<file path="src/rtl/min_max_leds.sv">
// LED bar driver: decodes a value into a registered 2**VALSIZE-wide bar,
// optionally bounded by a min/max window whose upper part blinks with osc_i.
module min_max_leds #(
    parameter int VALSIZE = 4,
    parameter int ERRNO   = 0
) (
    input  logic                  clk_i,
    input  logic                  rst_i,
    input  logic [1:0]            com_i,
    input  logic [VALSIZE-1:0]    max_i,
    input  logic [VALSIZE-1:0]    min_i,
    input  logic                  osc_i,
    input  logic [VALSIZE-1:0]    val_i,
    output logic [2**VALSIZE-1:0] leds_o
);

    localparam int NLEDS = 2**VALSIZE;
    // One extra bit so LED indices and bounds never wrap when val_i is all ones.
    localparam int IDXW  = VALSIZE + 1;

    typedef enum logic [1:0] {
        CMD_WINDOW = 2'b00,
        CMD_LINEAR = 2'b01,
        CMD_OFF    = 2'b10,
        CMD_ON     = 2'b11
    } cmd_e;

    cmd_e            cmd;
    logic [IDXW-1:0] min_ext;
    logic [IDXW-1:0] max_ext;
    logic [IDXW-1:0] val_ext;
    logic [IDXW-1:0] idx;
    logic            in_window;
    logic [NLEDS-1:0] leds_d;
    logic [NLEDS-1:0] leds_q;

    assign cmd     = cmd_e'(com_i);
    assign min_ext = {1'b0, min_i};
    assign max_ext = {1'b0, max_i};
    assign val_ext = {1'b0, val_i};

    // An inverted window (min > max) can never contain val, so it blanks the bar.
    assign in_window = (min_ext <= val_ext) && (val_ext <= max_ext);

    always_comb begin
        leds_d = '0;
        idx    = '0;
        for (int i = 0; i < NLEDS; i++) begin
            idx = IDXW'(i);
            case (cmd)
                CMD_WINDOW: begin
                    if (in_window) begin
                        leds_d[i] = ((idx >= min_ext) && (idx <= val_ext)) ||
                                    (osc_i && (idx > val_ext) && (idx <= max_ext));
                    end
                end
                CMD_LINEAR: leds_d[i] = (idx <= val_ext);
                CMD_OFF:    leds_d[i] = 1'b0;
                CMD_ON:     leds_d[i] = 1'b1;
                default:    leds_d[i] = 1'b0;
            endcase
        end
    end

    always_ff @(posedge clk_i) begin
        if (rst_i) begin
            leds_q <= '0;
        end else begin
            leds_q <= leds_d;
        end
    end

    assign leds_o = leds_q;

endmodule

</file>
<file path="config.mk">
export PLATFORM = sky130hd
export DESIGN_NAME = min_max_leds
export DESIGN_NICKNAME = d
export VERILOG_FILES = /design/src/rtl/min_max_leds.sv
export SDC_FILE = /design/constraint.sdc
export NUM_CORES = 1
export LEC_CHECK = 0
export ABC_AREA = 0
export CORE_MARGIN = 2
export CORE_UTILIZATION = 51
export CTS_BUF_LIST = sky130_fd_sc_hd__clkbuf_4
export DETAILED_ROUTE_END_ITERATION = 12
export GPL_ROUTABILITY_DRIVEN = 0
export PLACE_DENSITY = 0.81
export SYNTH_ARGS = -nofsm -noshare
export SYNTH_HDL_FRONTEND = slang
export SYNTH_SLANG_ARGS = --single-unit
</file>
<file path="constraint.sdc">
create_clock -name clk_i -period 3.7 [get_ports clk_i]
set_input_delay 0.74 -clock clk_i [delete_from_list [all_inputs] [get_ports clk_i]]
set_output_delay 0.74 -clock clk_i [all_outputs]
set_load 0.005 [all_outputs]
</file>
==> impl_results.md, run 1 <==
* Outcome: finished clean
* Worst Tran Pin Value at 895 ps
* GRT Total Usage at 24.2%
* Standard-cell rows at 19
* Post-synth net total at 199
* Dpl cells at 224
* Share of layout cells above drive strength 1 at 13.3%
* Die X at 57.3 um
* IO buf count at 32
* CTS root buf: clkbuf_4
* Commonest non-fill, non-tap cells in the layout: clkdlybuf4s50_1, dfxtp_1, a21oi_1, nor2_1
* Net count, final at 223
* Routed len/inst at 17.0 um
* First-pass GRT wire length at 6300 um
* Setup Buffers After CTS at 0
* Final Hold Fails at 0
* Post-Syn Instances at 174
* Num CTS Buffers at 3
* CTS tree: done
* Mapped Area at 1450 um^2
* Slew Limit Fails at 0
* Worst EP required at 3830 ps
* Antenna cells at 0
* Commonest non-fill, non-tap cell in the layout: clkdlybuf4s50_1
* Rel. slew slack at 40.4%
* Io pins at 33
* Area Overhead vs Synth at 21.0%
* Critical-path maximum fanout at 17
* Worst Setup End Kind: flip-flop
* PwrDens at 258 nW/um^2
* Hold buffer count at cts at 0
* Critical path class: primary input to flip-flop
* Die height at 57.3 um
* Max Root-Sink Buffers at 2
* Vias at 1507
* Leak at 0.000659 uW
* Initial antenna violation count at 0
* Syn avg cell area at 8.32 um^2
* Synth unique cells at 51
* TritonCTS Sinks at 16
* Detailed router's first-iteration violation count at 67
* Largest net degree at the start of global routing at 19
* RSZ-0062 raised after global routing: no
* Overall routed net length at 3860 um
* Crit path cell chain: clkdlybuf4s50_1 > ha_1 > nor2b_1 > o211ai_2 > a21oi_2 > o32ai_1
* Die area at 3280 um^2
* Hold crit path type: primary input to flip-flop
* Post-synthesis sequential element count at 16
* GRT Residual Overflow at 0
* Via-per-instance ratio at 6.64
* Vias in the first global route at 1317
* Number of remaining DRC errors at 0
* Max FFs per register at 16
* Detail Placement HPWL at 2890 um
* Final antenna-violating net count at 0
* CP arrival at 3150 ps
* YS warnings at 0
* CTS H-tree depth at 1
* Starting Density at 53.0%
* Max Fclk at 330 MHz
* Top FF cell, synth: dfxtp_1
* Critical-path top delay cell: a21oi_2
* Seq/Total Area, Yosys at 22.1%
* Setup TNS at 0 ps
* Final Setup Violations at 0
* Core footprint at 2730 um^2
* Post-cts sizing count at 0
* DRT Pass-1 Iters at 5
* End-of-flow core utilization at 64.1%
* CP max stage delay at 720 ps
* Critical Path Source Type: primary input
* Max-Cap Viols at 0
* Tmin final at 3030 ps
* Finished Layout Cells at 227
* Tcrit/Tclk final at 81.8%
* Ys async rst share at 0%
* VDD IR max at 0.213 mV
* Number of enable flip-flop cells after synthesis at 0
* Clock slew at reported path FFs at 80 ps
==> Yosys cell counts, types with 3 or more instances <==
master / n / area (um^2)
a21o_1: 3 / 22.5
a21oi_1: 15 / 75.1
buf_6: 4 / 45.0
clkbuf_1: 8 / 30.0
dfxtp_1: 16 / 320
ha_1: 8 / 100
inv_1: 7 / 26.3
inv_2: 4 / 15.0
nand2_1: 6 / 22.5
nand3_1: 10 / 50.1
nor2_1: 11 / 41.3
nor2b_1: 3 / 18.8
nor3_1: 4 / 20.0
nor4_1: 3 / 18.8
o211ai_1: 4 / 30.0
o21ai_0: 10 / 50.1
o31ai_1: 6 / 45.0
o41ai_1: 4 / 35.0
o41ai_2: 8 / 130
==> routing by layer <==
metal | wire length [um] | up-vias | global-route usage [%]
met5 | 0 | - | 0
met4 | 76 | 0 | 8.64
met3 | 326 | 8 | 2.72
met2 | 1810 | 93 | 39.2
met1 | 1650 | 684 | 33.4
li1 | - | 722 | -
==> worst max-delay path: cells and delay by family <==
kind                     cells  cell delay (ps)
AO/OA/AOI/OAI                3             1060
buffers and inverters        1              710
AND/OR/NAND/NOR              1              170
adder cells (fa/ha/maj)      1              460
==> through the flow <==
step | area, um^2 | setup WS (ps) | power (uW) | hold slack, ps
3_5_place_dp | 1730 | 439 | 367 | 1440
4_1_cts | 1750 | 742 | 452 | 1230
2_1_floorplan | 1450 | 1500 | 304 | 842
3_3_place_gp | 1730 | 586 | 361 | 1440
5_1_grt | 1750 | 539 | 474 | 1270
6_report | 1750 | 674 | 452 | 1240
==> power breakdown <==
group | leakage (uW) | internal, uW | total (uW) | switching (uW)
combinational | 0.000513 | 77.8 | 180 | 102
sequential | 0.000133 | 183 | 185 | 2.39
clock | 0.0000138 | 37.8 | 86.1 | 48.3
total | 0.000659 | 299 | 452 | 153
==> kinds of logic after synthesis <==
kind of cell / after synthesis / share of synthesized area, %
fa+ha+maj: 8 / 6.91
flops: 16 / 22.1
buf+inv: 27 / 9.77
simple gates: 49 / 18.9
mux: 2 / 1.38
compound gates: 72 / 40.9
==> final cells by class <==
| class | count | area [um^2] |
|---|---|---|
| multi-input combinational | 131 | 986 |
| inverter | 11 | 41.3 |
| timing repair buffer | 35 | 343 |
| clock buffer | 3 | 22.5 |
| sequential | 16 | 320 |
| tap | 31 | 38.8 |
| fill | 234 | 982 |
==> worst paths after layout <==
path | from | end | slack, ps | cells past startpoint
hold / removal | rst_i | leds_o[14] | 1240 | 3
setup / recovery | val_i[1] | leds_o[2] | 670 | 6
(Power assumes the default switching activity.)
==> inputs of run 2 (changes only) <==
==> constraint.sdc (replaced) <==
create_clock -name clk_i -period 2.9 [get_ports clk_i]
set_input_delay 0.58 -clock clk_i [delete_from_list [all_inputs] [get_ports clk_i]]
set_output_delay 0.58 -clock clk_i [all_outputs]
set_load 0.005 [all_outputs]
==> run 2 against run 1 <==
Net effect:
- final cell count up 4.0%
- die area stayed put
- first-iteration DRC count decreased by 3.0%
- wire length fell by 6.1%
- non-clock buffer count rose by 8
- highest routed layer unchanged
- sequential share of layout area down 0.64 points
- flip-flop and latch count did not move
==> impl_results.md, run 2 (same netlist as run 1, synthesis figures left out) <==
* Sw Pwr at 201 uW (was 153 uW)
* Tcrit/Tclk final at 88.0%
* Starting Density at 53.0% (unchanged)
* Antenna cells at 0 (unchanged)
* Routed wl met2 at 1680 um (was 1810 um)
* CP max stage delay at 740 ps (was 720 ps)
* Placed Instance Area at 1790 um^2 (was 1730 um^2)
* Post-cts sizing count at 0 (unchanged)
* Slew Limit Fails at 0 (unchanged)
* Reg area at 320 um^2 (unchanged)
* Seq pwr share at 40.1% (was 41.1%)
* Worst Setup SP: val_i[1] (unchanged)
* Post-Layout Inst Area at 1820 um^2 (was 1750 um^2)
* Num CTS Buffers at 3 (unchanged)
* GRT Total Usage at 23.0% (was 24.2%)
* IO buf count at 32 (unchanged)
* DRT Pass-1 Iters at 4 (was 5)
* Die area at 3280 um^2 (unchanged)
* CP arrival at 2700 ps (was 3150 ps)
* Routed len/inst at 15.4 um (was 17.0 um)
* Vias at 1517 (was 1507)
* Setup Buffers After CTS at 0 (unchanged)
* Hold Startpoint: rst_i (unchanged)
* Finished Layout Cells at 236 (was 227)
* Hold crit path type: primary input to flip-flop (unchanged)
* Critical Path Source Type: primary input (unchanged)
* CTS root buf: clkbuf_4 (unchanged)
* Clock slew at reported path FFs at 90 ps (was 80 ps)
* Clock power share at 20.4% (was 19.1%)
* Net Sw Frac at 34.0% (was 33.8%)
* Tmin final at 2550 ps
* Worst Setup End Kind: flip-flop (unchanged)
* Largest net degree at the start of global routing at 19 (unchanged)
* Max FFs per register at 16 (unchanged)
* Rel. slew slack at 38.3% (was 40.4%)
* Top sig layer: met4 (unchanged)
* Commonest non-fill, non-tap cells in the layout: clkdlybuf4s50_1, dfxtp_1, a21oi_1, nor2_1, buf_4 (was clkdlybuf4s50_1, dfxtp_1, a21oi_1, nor2_1)
* Dpl cells at 232 (was 224)
* Critical-path top delay cell: a21oi_2 (unchanged)
* TritonCTS Sinks at 16 (unchanged)
* Core footprint at 2730 um^2 (unchanged)
* Standard-cell rows at 19 (unchanged)
* Max Root-Sink Buffers at 2 (unchanged)
* Vias in the first global route at 1334 (was 1317)
* Hold buffer count at cts at 0 (unchanged)
* Final antenna-violating net count at 0 (unchanged)
* Place WS at 47.4 ps (was 439 ps)
* Area Overhead vs Synth at 25.4% (was 21.0%)
* Max-Cap Viols at 0 (unchanged)
* Routed wl met3 at 311 um (was 326 um)
* Logic pwr share at 39.5% (was 39.8%)
* RSZ-0062 raised after global routing: no (unchanged)
* Multi-input combinational cell area at 986 um^2 (unchanged)
* Internal power at 390 uW (was 299 uW)
* Worst Tran Pin Value at 925 ps (was 895 ps)
* Initial antenna violation count at 0 (unchanged)
* Wl on met1 at 1570 um (was 1650 um)
* CTS H-tree depth at 1 (unchanged)
* Max Fclk at 392 MHz
* Critical path class: primary input to flip-flop (unchanged)
* Via-per-instance ratio at 6.43 (was 6.64)
* CTS tree: done (unchanged)
* PwrDens at 325 nW/um^2 (was 258 nW/um^2)
* Critical-path maximum fanout at 16 (was 17)
* Detail Placement HPWL at 2800 um (was 2890 um)
* Share of layout cells above drive strength 1 at 16.6% (was 13.3%)
* Final Setup Violations at 0 (unchanged)
* Io pins at 33 (unchanged)
* Leak at 0.000699 uW (was 0.000659 uW)
* Number of remaining DRC errors at 0 (unchanged)
* Net count, final at 231 (was 223)
* First-pass GRT wire length at 6070 um (was 6300 um)
* Die height at 57.3 um (unchanged)
* Final Hold Fails at 0 (unchanged)
* Crit path cell chain: clkdlybuf4s50_1 > ha_1 > nor2b_1 > o211ai_2 > a21oi_2 > o32ai_1 (unchanged)
* Outcome: finished clean (unchanged)
* Worst EP required at 3050 ps (was 3830 ps)
* Detailed router's first-iteration violation count at 65 (was 67)
* GRT Residual Overflow at 0 (unchanged)
* Top Family by Delay on Critical Path: compound AO/OA/AOI/OAI gates (unchanged)
* Overall routed net length at 3630 um (was 3860 um)
* Fill cells at 227 (was 234)
* Buf+Inv Stages, Crit Path at 1 (unchanged)
* Die X at 57.3 um (unchanged)
* Worst setup margin at 349 ps (was 674 ps)
* Setup TNS at 0 ps (unchanged)
* VDD IR max at 0.316 mV (was 0.213 mV)
* Commonest non-fill, non-tap cell in the layout: clkdlybuf4s50_1 (unchanged)
-- run 2: cell count changes in the layout (fill, tap and decap cells not counted), sizes merged --
cell,before,now
clkinv,0,1
buf,3,11
-- run 2: tightest hold or removal path: stages --
cell,delay (ps)
clkdlybuf4s50_1,390
buf_4,200
o32ai_1,120
-- run 2: power groups by stage --
stage	Sequential [uW]	Combinational, uW	Clock, uW
after floorplan	244	143	0
after global placement	242	226	0
after detailed placement	242	231	0
after CTS	237	231	120
after global routing	238	256	125
final	237	233	120
-- run 2: routing by layer --
layer,GRT usage (%),vias up
met5,0,-
met4,7.31,0
met3,1.13,7
met2,38.6,79
met1,31.9,693
li1,-,738
-- run 2: final timing paths --
| path | endpoint | cells after the start |
|---|---|---|
| worst min-delay path | leds_o[2] | 3 |
| worst max-delay path | leds_o[2] | 6 |
-- run 2: layout make-up --
| type | instances | area share (%) |
|---|---|---|
| repair buffers | 43 | 22.2 |
| well taps | 31 | 2.14 |
| clock buffers | 3 | 1.24 |
| flip-flops and latches | 16 | 17.6 |
| clock inverters | 1 | 0.207 |
| multi-input cells | 131 | 54.3 |
| inverters | 11 | 2.27 |
-- run 2: per-stage QoR --
| stage | hold WS [ps] | utilization [%] | total power (uW) |
|---|---|---|---|
| final | 1050 | 66.4 | 590 |
| after global routing | 1090 | 66.4 | 619 |
| after CTS | 1050 | 66.4 | 588 |
| after detailed placement | 1280 | 65.4 | 473 |
| after global placement | 1280 | 65.4 | 468 |
| after floorplan | 682 | - | 387 |
==> inputs of run 3 (changes only) <==
--- a/config.mk
+++ b/config.mk
@@ -6,12 +6,15 @@
 export NUM_CORES = 1
 export LEC_CHECK = 0
 export ABC_AREA = 0
+export CELL_PAD_IN_SITES_DETAIL_PLACEMENT = 0
+export CELL_PAD_IN_SITES_GLOBAL_PLACEMENT = 1
 export CORE_MARGIN = 2
-export CORE_UTILIZATION = 51
+export CORE_UTILIZATION = 38
 export CTS_BUF_LIST = sky130_fd_sc_hd__clkbuf_4
 export DETAILED_ROUTE_END_ITERATION = 12
 export GPL_ROUTABILITY_DRIVEN = 0
-export PLACE_DENSITY = 0.81
+export HOLD_SLACK_MARGIN = 0.15
+export PLACE_DENSITY_LB_ADDON = 0.1
 export SYNTH_ARGS = -nofsm -noshare
 export SYNTH_HDL_FRONTEND = slang
 export SYNTH_SLANG_ARGS = --single-unit
==> run 3 against run 2 <==
Net effect:
- critical endpoint unchanged
- count of clock-buffer cells in the layout did not move
- core utilization fell by 16 points
- flip-flop and latch count did not move
- largest power group is now combinational logic
- cell area rose by 2.2%
- sequential power barely moved
- critical path type unchanged
- sequential share of layout area fell by 0.38 points
- wire length rose by 7.2%
- largest cell class unchanged
- total power fell by 1.9%
- setup slack got worse by 100 ps
==> impl_results.md, run 3 (same netlist as run 1, synthesis figures left out) <==
* Worst setup margin at 246 ps (was 349 ps)
* Outcome: finished clean (unchanged)
* Net count, final at 234 (was 231)
* Max FFs per register at 16 (unchanged)
* Final antenna-violating net count at 0 (unchanged)
* Vias at 1464 (was 1517)
* Commonest non-fill, non-tap cells in the layout: clkdlybuf4s50_1, dfxtp_1, a21oi_1, buf_4, nor2_1 (was clkdlybuf4s50_1, dfxtp_1, a21oi_1, nor2_1, buf_4)
* Max-Cap Viols at 0 (unchanged)
* Via-per-instance ratio at 5.74 (was 6.43)
* Post-cts sizing count at 0 (unchanged)
* Worst EP required at 3020 ps (was 3050 ps)
* GRT Residual Overflow at 0 (unchanged)
* Power, Total at 579 uW (was 590 uW)
* End-of-flow core utilization at 50.7% (was 66.4%)
* Final Setup Violations at 0 (unchanged)
* Multi-input combinational cell area at 986 um^2 (unchanged)
* VDD IR max at 0.104 mV (was 0.316 mV)
* Tmin final at 2650 ps (was 2550 ps)
* RSZ-0062 raised after global routing: no (unchanged)
* Dpl cells at 252 (was 232)
* Vias in the first global route at 1389 (was 1334)
* Tcrit/Tclk final at 91.5% (was 88.0%)
* Hold buffer count at cts at 0 (unchanged)
* Starting Density at 39.5% (was 53.0%)
* CP arrival at 2770 ps (was 2700 ps)
* Antenna cells at 0 (unchanged)
* IO buf count at 32 (unchanged)
* Die X at 65.7 um (was 57.3 um)
* Setup Buffers After CTS at 0 (unchanged)
* Max Root-Sink Buffers at 2 (unchanged)
* Rel. slew slack at 37.2% (was 38.3%)
* Number of remaining DRC errors at 0 (unchanged)
* Final Hold Fails at 0 (unchanged)
* Initial antenna violation count at 0 (unchanged)
* CTS tree: done (unchanged)
* Worst Tran Pin Value at 942 ps (was 925 ps)
* Routed len/inst at 15.3 um (was 15.4 um)
* Io pins at 33 (unchanged)
* Die area at 4320 um^2 (was 3280 um^2)
* Detail Placement HPWL at 3100 um (was 2800 um)
* Leak at 0.000712 uW (was 0.000699 uW)
* GRT Total Usage at 19.5% (was 23.0%)
* Area Overhead vs Synth at 28.2% (was 25.4%)
* Fill cells at 351 (was 227)
* Clock slew at reported path FFs at 70 ps (was 90 ps)
* DRT Pass-1 Iters at 4 (unchanged)
* Critical-path maximum fanout at 16 (unchanged)
* Die height at 65.7 um (was 57.3 um)
* Hold crit path type: primary input to flip-flop (unchanged)
* Hold path cells at 4 (was 3)
* Place WS at -14.1 ps (was 47.4 ps)
* Overall routed net length at 3890 um (was 3630 um)
* Num CTS Buffers at 3 (unchanged)
* Reg area at 320 um^2 (unchanged)
* Finished Layout Cells at 255 (was 236)
* PwrDens at 312 nW/um^2 (was 325 nW/um^2)
* Detailed router's first-iteration violation count at 94 (was 65)
* TritonCTS Sinks at 16 (unchanged)
* Critical path class: primary input to flip-flop (unchanged)
* Crit path capture: leds_o[2] (unchanged)
* Commonest non-fill, non-tap cell in the layout: clkdlybuf4s50_1 (unchanged)
* Standard-cell rows at 22 (was 19)
* Critical Path Source Type: primary input (unchanged)
* Slew Limit Fails at 0 (unchanged)
* Worst Setup SP: val_i[1] (unchanged)
* Share of layout cells above drive strength 1 at 17.9% (was 16.6%)
* Core footprint at 3660 um^2 (was 2730 um^2)
* CTS H-tree depth at 1 (unchanged)
* Setup TNS at 0 ps (unchanged)
* First-pass GRT wire length at 6680 um (was 6070 um)
* Largest net degree at the start of global routing at 17 (was 19)
* Worst Setup End Kind: flip-flop (unchanged)
* CTS root buf: clkbuf_4 (unchanged)
* Max Fclk at 377 MHz (was 392 MHz)
[run 3: critical path, stage by stage]
cell             delay [ps]
clkdlybuf4s50_1         570
ha_1                    370
nor2b_1                 170
o211ai_2                100
a21oi_2                 750
o32ai_1                 220
[run 3: metrics by stage]
step                instance area (um^2)  hold slack, ps
detailed placement                  1830            1280
finish                              1860            1070
floorplan                           1450             682
CTS                                 1860            1060
global placement                    1830            1280
global route                        1860            1090
[run 3: metal layers]
metal / vias to the layer above / global-route usage [%] / share of wire [%]
li1: 744 / - / -
met1: 674 / 26.9 / 47
met2: 46 / 32.3 / 48
met3: 0 / 1.71 / 4.8
met5: - / 0 / 0
met4: 0 / 5.21 / 0
[run 3: where the power goes]
group          total [uW]  internal, uW  switching, uW  leakage [uW]
sequential            237           234           3.17      0.000133
combinational         240           109            131      0.000566
clock                 103          48.1           54.9     0.0000138
[run 3: final cells by class]
| cell class | instances | area share [%] |
|---|---|---|
| Inverter | 11 | 2.23 |
| Timing Repair Buffer | 46 | 22.9 |
| Multi-Input combinational cell | 131 | 53.1 |
| Sequential cell | 16 | 17.3 |
| Clock buffer | 3 | 1.21 |
| Tap cell | 48 | 3.24 |
[run 3: worst min path at each step]
| stage | from | to | slack, ps |
|---|---|---|---|
| 2_1_floorplan | rst_i | leds_o[3] | 680 |
| 3_3_place_gp | leds_o[15] | leds_o[15] | 1280 |
| 3_5_place_dp | leds_o[7] | leds_o[7] | 1280 |
| 4_1_cts | com_i[1] | leds_o[11] | 1060 |
| 5_1_grt | com_i[0] | leds_o[13] | 1090 |
| 6_report | com_i[0] | leds_o[13] | 1070 |
